[src/rtl/mcash_chn_master.sv]
// Self-checking traffic initiator for one mcash channel: writes NUM_REQ lines, reads them back with
// up to MAX_OUT reads in flight, checks return data in order; all outputs registered, holds requests under backpressure.
module mcash_chn_master #(
   parameter int          NUM_REQ   = 16,
   parameter int          MAX_OUT   = 4,
   parameter logic [27:0] BASE_ADDR = 28'h0000100,
   parameter logic [31:0] SEED      = 32'hA5A5_0000,
   parameter int          TIMEOUT   = 1024
) (
   input  logic         clk_i,
   input  logic         rst_i,
   input  logic         start_i,
   output logic         busy_o,
   output logic         done_o,
   output logic         pass_o,
   output logic         timeout_o,
   output logic [15:0]  err_cnt_o,
   output logic         req_valid_o,
   input  logic         req_allowIn_i,
   output logic [2:0]   req_op_o,
   output logic [27:0]  req_addr_o,
   output logic [127:0] req_data_o,
   input  logic         rtn_valid_i,
   output logic         rtn_ready_o,
   input  logic [127:0] rtn_data_i
);

   localparam logic [2:0]  OP_RD    = 3'd0;
   localparam logic [2:0]  OP_WR    = 3'd1;
   localparam logic [15:0] LAST     = 16'(NUM_REQ - 1);
   localparam logic [3:0]  OUT_MAX  = 4'(MAX_OUT);
   localparam logic [31:0] TMO_LAST = 32'(TIMEOUT - 1);

   typedef enum logic [2:0] {S_IDLE, S_WR, S_RD, S_DRAIN, S_DONE} state_t;

   state_t         state_q, state_d;
   logic [15:0]    idx_q, idx_d;
   logic [15:0]    k_q, k_d;
   logic [3:0]     outs_q, outs_d;
   logic [31:0]    tmo_q, tmo_d;
   logic           valid_d, busy_d, done_d, pass_d, timeout_d;
   logic [2:0]     op_d;
   logic [27:0]    addr_d;
   logic [127:0]   data_d;
   logic [15:0]    err_d;
   logic           err_inc;
   logic           req_hs, rtn_hs, busy_st;

   function automatic logic [127:0] line_data(input logic [15:0] i);
      return {4{SEED ^ {16'h0, i}}};
   endfunction

   function automatic logic [27:0] line_addr(input logic [15:0] i);
      return BASE_ADDR + {12'h0, i};
   endfunction

   assign req_hs  = req_valid_o && req_allowIn_i;
   assign rtn_hs  = rtn_valid_i && rtn_ready_o;
   assign busy_st = (state_q == S_WR) || (state_q == S_RD) || (state_q == S_DRAIN);

   always_comb begin
      state_d   = state_q;
      idx_d     = idx_q;
      k_d       = k_q;
      outs_d    = outs_q;
      tmo_d     = tmo_q;
      valid_d   = req_valid_o;
      op_d      = req_op_o;
      addr_d    = req_addr_o;
      data_d    = req_data_o;
      timeout_d = timeout_o;
      err_inc   = 1'b0;

      if (req_hs && req_op_o == OP_RD)
         outs_d = outs_d + 4'd1;
      // A return with nothing outstanding is a stray beat: count it, touch nothing else.
      if (rtn_hs) begin
         if (outs_q == 4'd0) begin
            err_inc = 1'b1;
         end else begin
            outs_d = outs_d - 4'd1;
            k_d    = k_q + 16'd1;
            if (rtn_data_i != line_data(k_q))
               err_inc = 1'b1;
         end
      end
      err_d = (err_inc && err_cnt_o != 16'hFFFF) ? err_cnt_o + 16'd1 : err_cnt_o;

      case (state_q)
         S_IDLE, S_DONE: begin
            if (start_i) begin
               state_d   = S_WR;
               idx_d     = 16'd0;
               k_d       = 16'd0;
               outs_d    = 4'd0;
               err_d     = 16'd0;
               timeout_d = 1'b0;
               valid_d   = 1'b1;
               op_d      = OP_WR;
               addr_d    = BASE_ADDR;
               data_d    = line_data(16'd0);
            end
         end
         S_WR: begin
            if (req_hs) begin
               if (idx_q == LAST) begin
                  // First read goes out on the very next cycle, nothing is in flight yet.
                  state_d = S_RD;
                  idx_d   = 16'd0;
                  valid_d = 1'b1;
                  op_d    = OP_RD;
                  addr_d  = BASE_ADDR;
                  data_d  = '0;
               end else begin
                  idx_d  = idx_q + 16'd1;
                  addr_d = line_addr(idx_q + 16'd1);
                  data_d = line_data(idx_q + 16'd1);
               end
            end
         end
         S_RD: begin
            if (req_hs && idx_q == LAST) begin
               state_d = S_DRAIN;
               valid_d = 1'b0;
            end else begin
               if (req_hs) begin
                  idx_d  = idx_q + 16'd1;
                  addr_d = line_addr(idx_q + 16'd1);
               end
               // Only raise valid when the read is guaranteed a slot; once up it stays up.
               if (req_hs || !req_valid_o)
                  valid_d = (outs_d < OUT_MAX);
            end
         end
         S_DRAIN: begin
            if (outs_q == 4'd0)
               state_d = S_DONE;
         end
         default: state_d = S_IDLE;
      endcase

      if (!busy_st || req_hs || rtn_hs || state_d != state_q) begin
         tmo_d = 32'd0;
      end else if (tmo_q == TMO_LAST) begin
         state_d   = S_DONE;
         valid_d   = 1'b0;
         timeout_d = 1'b1;
         tmo_d     = 32'd0;
      end else begin
         tmo_d = tmo_q + 32'd1;
      end

      done_d = (state_d == S_DONE);
      busy_d = (state_d == S_WR) || (state_d == S_RD) || (state_d == S_DRAIN);
      pass_d = done_d && (err_d == 16'd0) && !timeout_d;
   end

   always_ff @(posedge clk_i) begin
      if (rst_i) begin
         state_q     <= S_IDLE;
         idx_q       <= '0;
         k_q         <= '0;
         outs_q      <= '0;
         tmo_q       <= '0;
         req_valid_o <= 1'b0;
         req_op_o    <= '0;
         req_addr_o  <= '0;
         req_data_o  <= '0;
         rtn_ready_o <= 1'b0;
         busy_o      <= 1'b0;
         done_o      <= 1'b0;
         pass_o      <= 1'b0;
         timeout_o   <= 1'b0;
         err_cnt_o   <= '0;
      end else begin
         state_q     <= state_d;
         idx_q       <= idx_d;
         k_q         <= k_d;
         outs_q      <= outs_d;
         tmo_q       <= tmo_d;
         req_valid_o <= valid_d;
         req_op_o    <= op_d;
         req_addr_o  <= addr_d;
         req_data_o  <= data_d;
         rtn_ready_o <= 1'b1;
         busy_o      <= busy_d;
         done_o      <= done_d;
         pass_o      <= pass_d;
         timeout_o   <= timeout_d;
         err_cnt_o   <= err_d;
      end
   end

endmodule

[config.mk]
export PLATFORM = sky130hd
export DESIGN_NAME = mcash_chn_master
export DESIGN_NICKNAME = d
export VERILOG_FILES = /design/src/rtl/mcash_chn_master.sv
export SDC_FILE = /design/constraint.sdc
export NUM_CORES = 1
export LEC_CHECK = 0
export ABC_AREA = 1
export BUFFER_PORTS_ARGS = -buffer_cell sky130_fd_sc_hd__buf_2
export CAP_MARGIN = 20
export CELL_PAD_IN_SITES_DETAIL_PLACEMENT = 1
export CELL_PAD_IN_SITES_GLOBAL_PLACEMENT = 1
export CORE_MARGIN = 2
export CORE_UTILIZATION = 30
export CTS_BUF_LIST = sky130_fd_sc_hd__clkbuf_8
export DETAILED_ROUTE_END_ITERATION = 7
export PLACE_DENSITY = 0.85
export REMOVE_ABC_BUFFERS = 1
export SKIP_CTS_REPAIR_TIMING = 1
export SYNTH_ARGS = -nofsm -noshare
export SYNTH_HDL_FRONTEND = slang
export SYNTH_SLANG_ARGS = --single-unit
[constraint.sdc]
create_clock -name clk_i -period 2.75 [get_ports clk_i]
set_input_delay 0.55 -clock clk_i [delete_from_list [all_inputs] [get_ports clk_i]]
set_output_delay 0.55 -clock clk_i [all_outputs]
set_load 0.02 [all_outputs]
==> flow_summary_export.csv <==
group,metric,value,unit
floorplan,die_area,30100,µm²
logic_synthesis,yosysMostFrequentCell,"nand2_1",
logic_synthesis,synth_compound_area_share,5.30,%
drt,avgRoutedWirePerCell,14.0,µm
global_route,grt_usage,17.6,%
floorplan,floorplan.initialDensity,30.3,%
clock_network,ctsLongestPathBuffers,2,
logic_synthesis,synthMuxAreaShare,0,%
drt,drtPass1Iterations,4,
clock_network,cts.sinks,120,
timing,relSlewSlack,45.4,%
cells_and_area,drive_gt1_share,26.2,%
hold_path,hold_start,"rst_i",
logic_synthesis,synth.area.top_cells,"dfxtp_1 (28%), nand2_1 (17%), buf_4 (12%)",
setup_path,critPathKind,"reg -> reg",
logic_synthesis,synth.distinct_cells,45,
setup_path,ff2ff_path_depth,18,
logic_synthesis,netlist_top_cells_count,"nand2_1 (379), nor2_1 (172), inv_1 (167)",
drt,antenna_left,0,
logic_synthesis,synth.largest_area_cell,"dfxtp_1",
power,p_leak,5.17,nW
cells_and_area,nNetsFinal,1698,
setup_path,crit_fanout,11,
clock_network,htreeDepth,4,
place,portBuffers,268,
floorplan,io_pins,314,
place,dp_slack,-36.4,ps
power,power_density,416,nW/µm²
logic_synthesis,synthArstFlopShare,0,%
timing,layout_setup_ws,196,ps
logic_synthesis,yosys.area_share.simple,36.1,%
logic_synthesis,synthXorXnorAreaFrac,7.43,%
timing,fin_crit,2550,ps
flow_run,drv_cap,0,
logic_synthesis,synth_edf_count,0,
global_route,grt_pass1_wl,43600,µm
setup_path,cp.arrival,2910,ps
global_route,antenna_found_initial,0,
setup_path,r2r-end,"pass_o$_SDFF_PP0_",
clock_network,clk_latency,460,ps
setup_path,crit_path_start_kind,"flip-flop",
timing,setup_tns,0,ps
floorplan,dieWidth,174,µm
setup_path,worst-r2r-setup-slack,200,ps
outcome,status,"finished clean",
drt,routed_wl,27300,µm
logic_synthesis,synth_top_family_by_area,"simple AND/OR/NAND/NOR gates",
clock_network,cts_buffers,17,
logic_synthesis,ys_warn_count,0,
clock_network,cts_tree,"built",
drt,vias_per_cell,4.52,
global_route,grt_max_degree,52,
setup_path,cp-startpoint,"outs_q[1]$_SDFF_PP0_",
setup_path,crit_path_end,"pass_o$_SDFF_PP0_",
timing,tightest_slew,818,ps
global_route,grt_pass1_vias,9095,
drt,num_vias,8828,
logic_synthesis,synthCells,1350,
clock_network,root_buffer,"clkbuf_8",
logic_synthesis,synthFlopType,"dfxtp_1",
cells_and_area,area_growth,18.3,%
timing,holdWs,418,ps
timing,fin_crit_sh,92.9,%
setup_path,required,3100,ps
timing,drv_slew,0,
timing,setup_viol,0,
logic_synthesis,netlist_area,8620,µm²
drt,drtIter0Drc,451,
timing,fin_skew,20.3,ps
hold_path,hold_path.class,"in -> reg",
floorplan,rows,62,
floorplan,coreArea,28500,µm²
place,finalWeightedCongestion,0.869,
cells_and_area,antenna_cells,0,
logic_synthesis,yosysSeqAreaShare,27.9,%
timing,hold_viol_final,0,
floorplan,die_h,174,µm
setup_path,end_kind,"flip-flop",
logic_synthesis,netlist.area_leader.share,27.9,%
drt,drc,0,
setup_path,crit-reg2reg-launch,"outs_q[1]$_SDFF_PP0_",
timing,max_freq,0.392,GHz
logic_synthesis,synth_fa_ha_area_share,1.16,%
logic_synthesis,ys_seq_elements,120,
logic_synthesis,postSynthAreaPerCell,6.38,µm²
global_route,grt_overflow_total,0,
power,ir_drop,266,µV
place,dp_hpwl,21200,µm
clock_network,cts.reportedPaths.clkPinSlew,90,ps
[power breakdown]
part           switching (mW)  internal (mW)  leakage, nW
Sequential             0.0308           1.76        0.972
Clock                   0.835          0.918        0.218
Combinational           0.468          0.229         3.98
Total                    1.33           2.90         5.17
[per-stage QoR]
stage / util [%] / instances / area [µm²] / power [mW]
final: 35.8 / 1954 / 10200 / 4.24
after global routing: 35.8 / 1954 / 10200 / 4.43
after floorplan: - / 1229 / 7580 / 2.20
after CTS: 35.3 / 1944 / 10100 / 4.26
after global placement: 33.9 / 1912 / 9640 / 2.49
after detailed placement: 33.9 / 1912 / 9640 / 2.51
[metal layers]
layer	vias to the layer above	track usage, %	share of wire, %
li1	4403	-	-
met1	4142	19.8	42
met2	238	32.8	51
met3	45	3.73	5.2
met4	0	5.83	2.1
met5	-	0	0
[worst max-delay path, cell delays in order, from the launching register on]
cell and delay [ps]:
dfxtp_1 400, inv_1 70, ha_1 180, nand2_2 140, nand3_1 110, nor2_2 160, nand2_1 110, nor2_2 180
nand3_4 200, buf_4 200, buf_4 120, nand4_1 60, nand3_1 140, nand2_1 110, nor2_2 40, nand2_1 70
nor2_2 30, nand2_1 80, nor2_2 30
[cells by family (layout without fill, tap and decap cells)]
family                   after synthesis  count (layout)
other                                  1              45
XOR/XNOR                              71              71
flip-flops                           120             120
adder cells (fa/ha/maj)                8               8
buffers and inverters                352             527
AO/OA/AOI/OAI                         84              84
AND/OR/NAND/NOR                      714             715
[layout by cell type, fill, tap and decap left out, drive strengths merged, types with 2 or more instances in the layout]
cell	n
nor2	186
clkinvlp	2
nand2	383
o31ai	2
inv	191
bufinv	3
nor2b	4
a211oi	2
o21ai	17
buf	307
a21oi	55
nor3b	5
nand4	32
a31oi	3
xnor2	24
nor3	38
xor2	47
and3	2
dfxtp	120
nor4	15
conb	45
a22oi	2
clkinv	7
nand3	49
ha	8
clkbuf	17
[worst min-delay path by stage]
stage | endpoint | slack (ps) | depth (start not counted)
global route | state_q[1]$_SDFF_PP0_ | 430 | 2
global placement | tmo_q[0]$_SDFF_PP0_ | 430 | 1
floorplan | tmo_q[0]$_SDFF_PP0_ | 420 | 1
CTS | state_q[2]$_SDFF_PP0_ | 380 | 2
detailed placement | tmo_q[0]$_SDFF_PP0_ | 450 | 1
finish | state_q[1]$_SDFF_PP0_ | 420 | 2
[cell type report]
type / instances / area (µm²)
clock inverters: 15 / 190
fillers: 3820 / 18300
multi-input cells: 923 / 4540
inverters: 187 / 706
repair buffers: 307 / 1630
clock buffers: 17 / 234
well taps: 384 / 480
flip-flops and latches: 120 / 2410
repair inverters: 1 / 7.51
[flip-flops by register name, indices dropped and copies added (netlist names)]
register / cells
busy_o: 1
done_o: 1
err_cnt_o: 16
idx_q: 16
k_q: 16
outs_q: 4
pass_o: 1
req_addr_o: 9
req_data_o: 17
req_op_o: 1
req_valid_o: 1
rtn_ready_o: 1
state_q: 3
timeout_o: 1
tmo_q: 32
(Power assumes the default switching activity.)
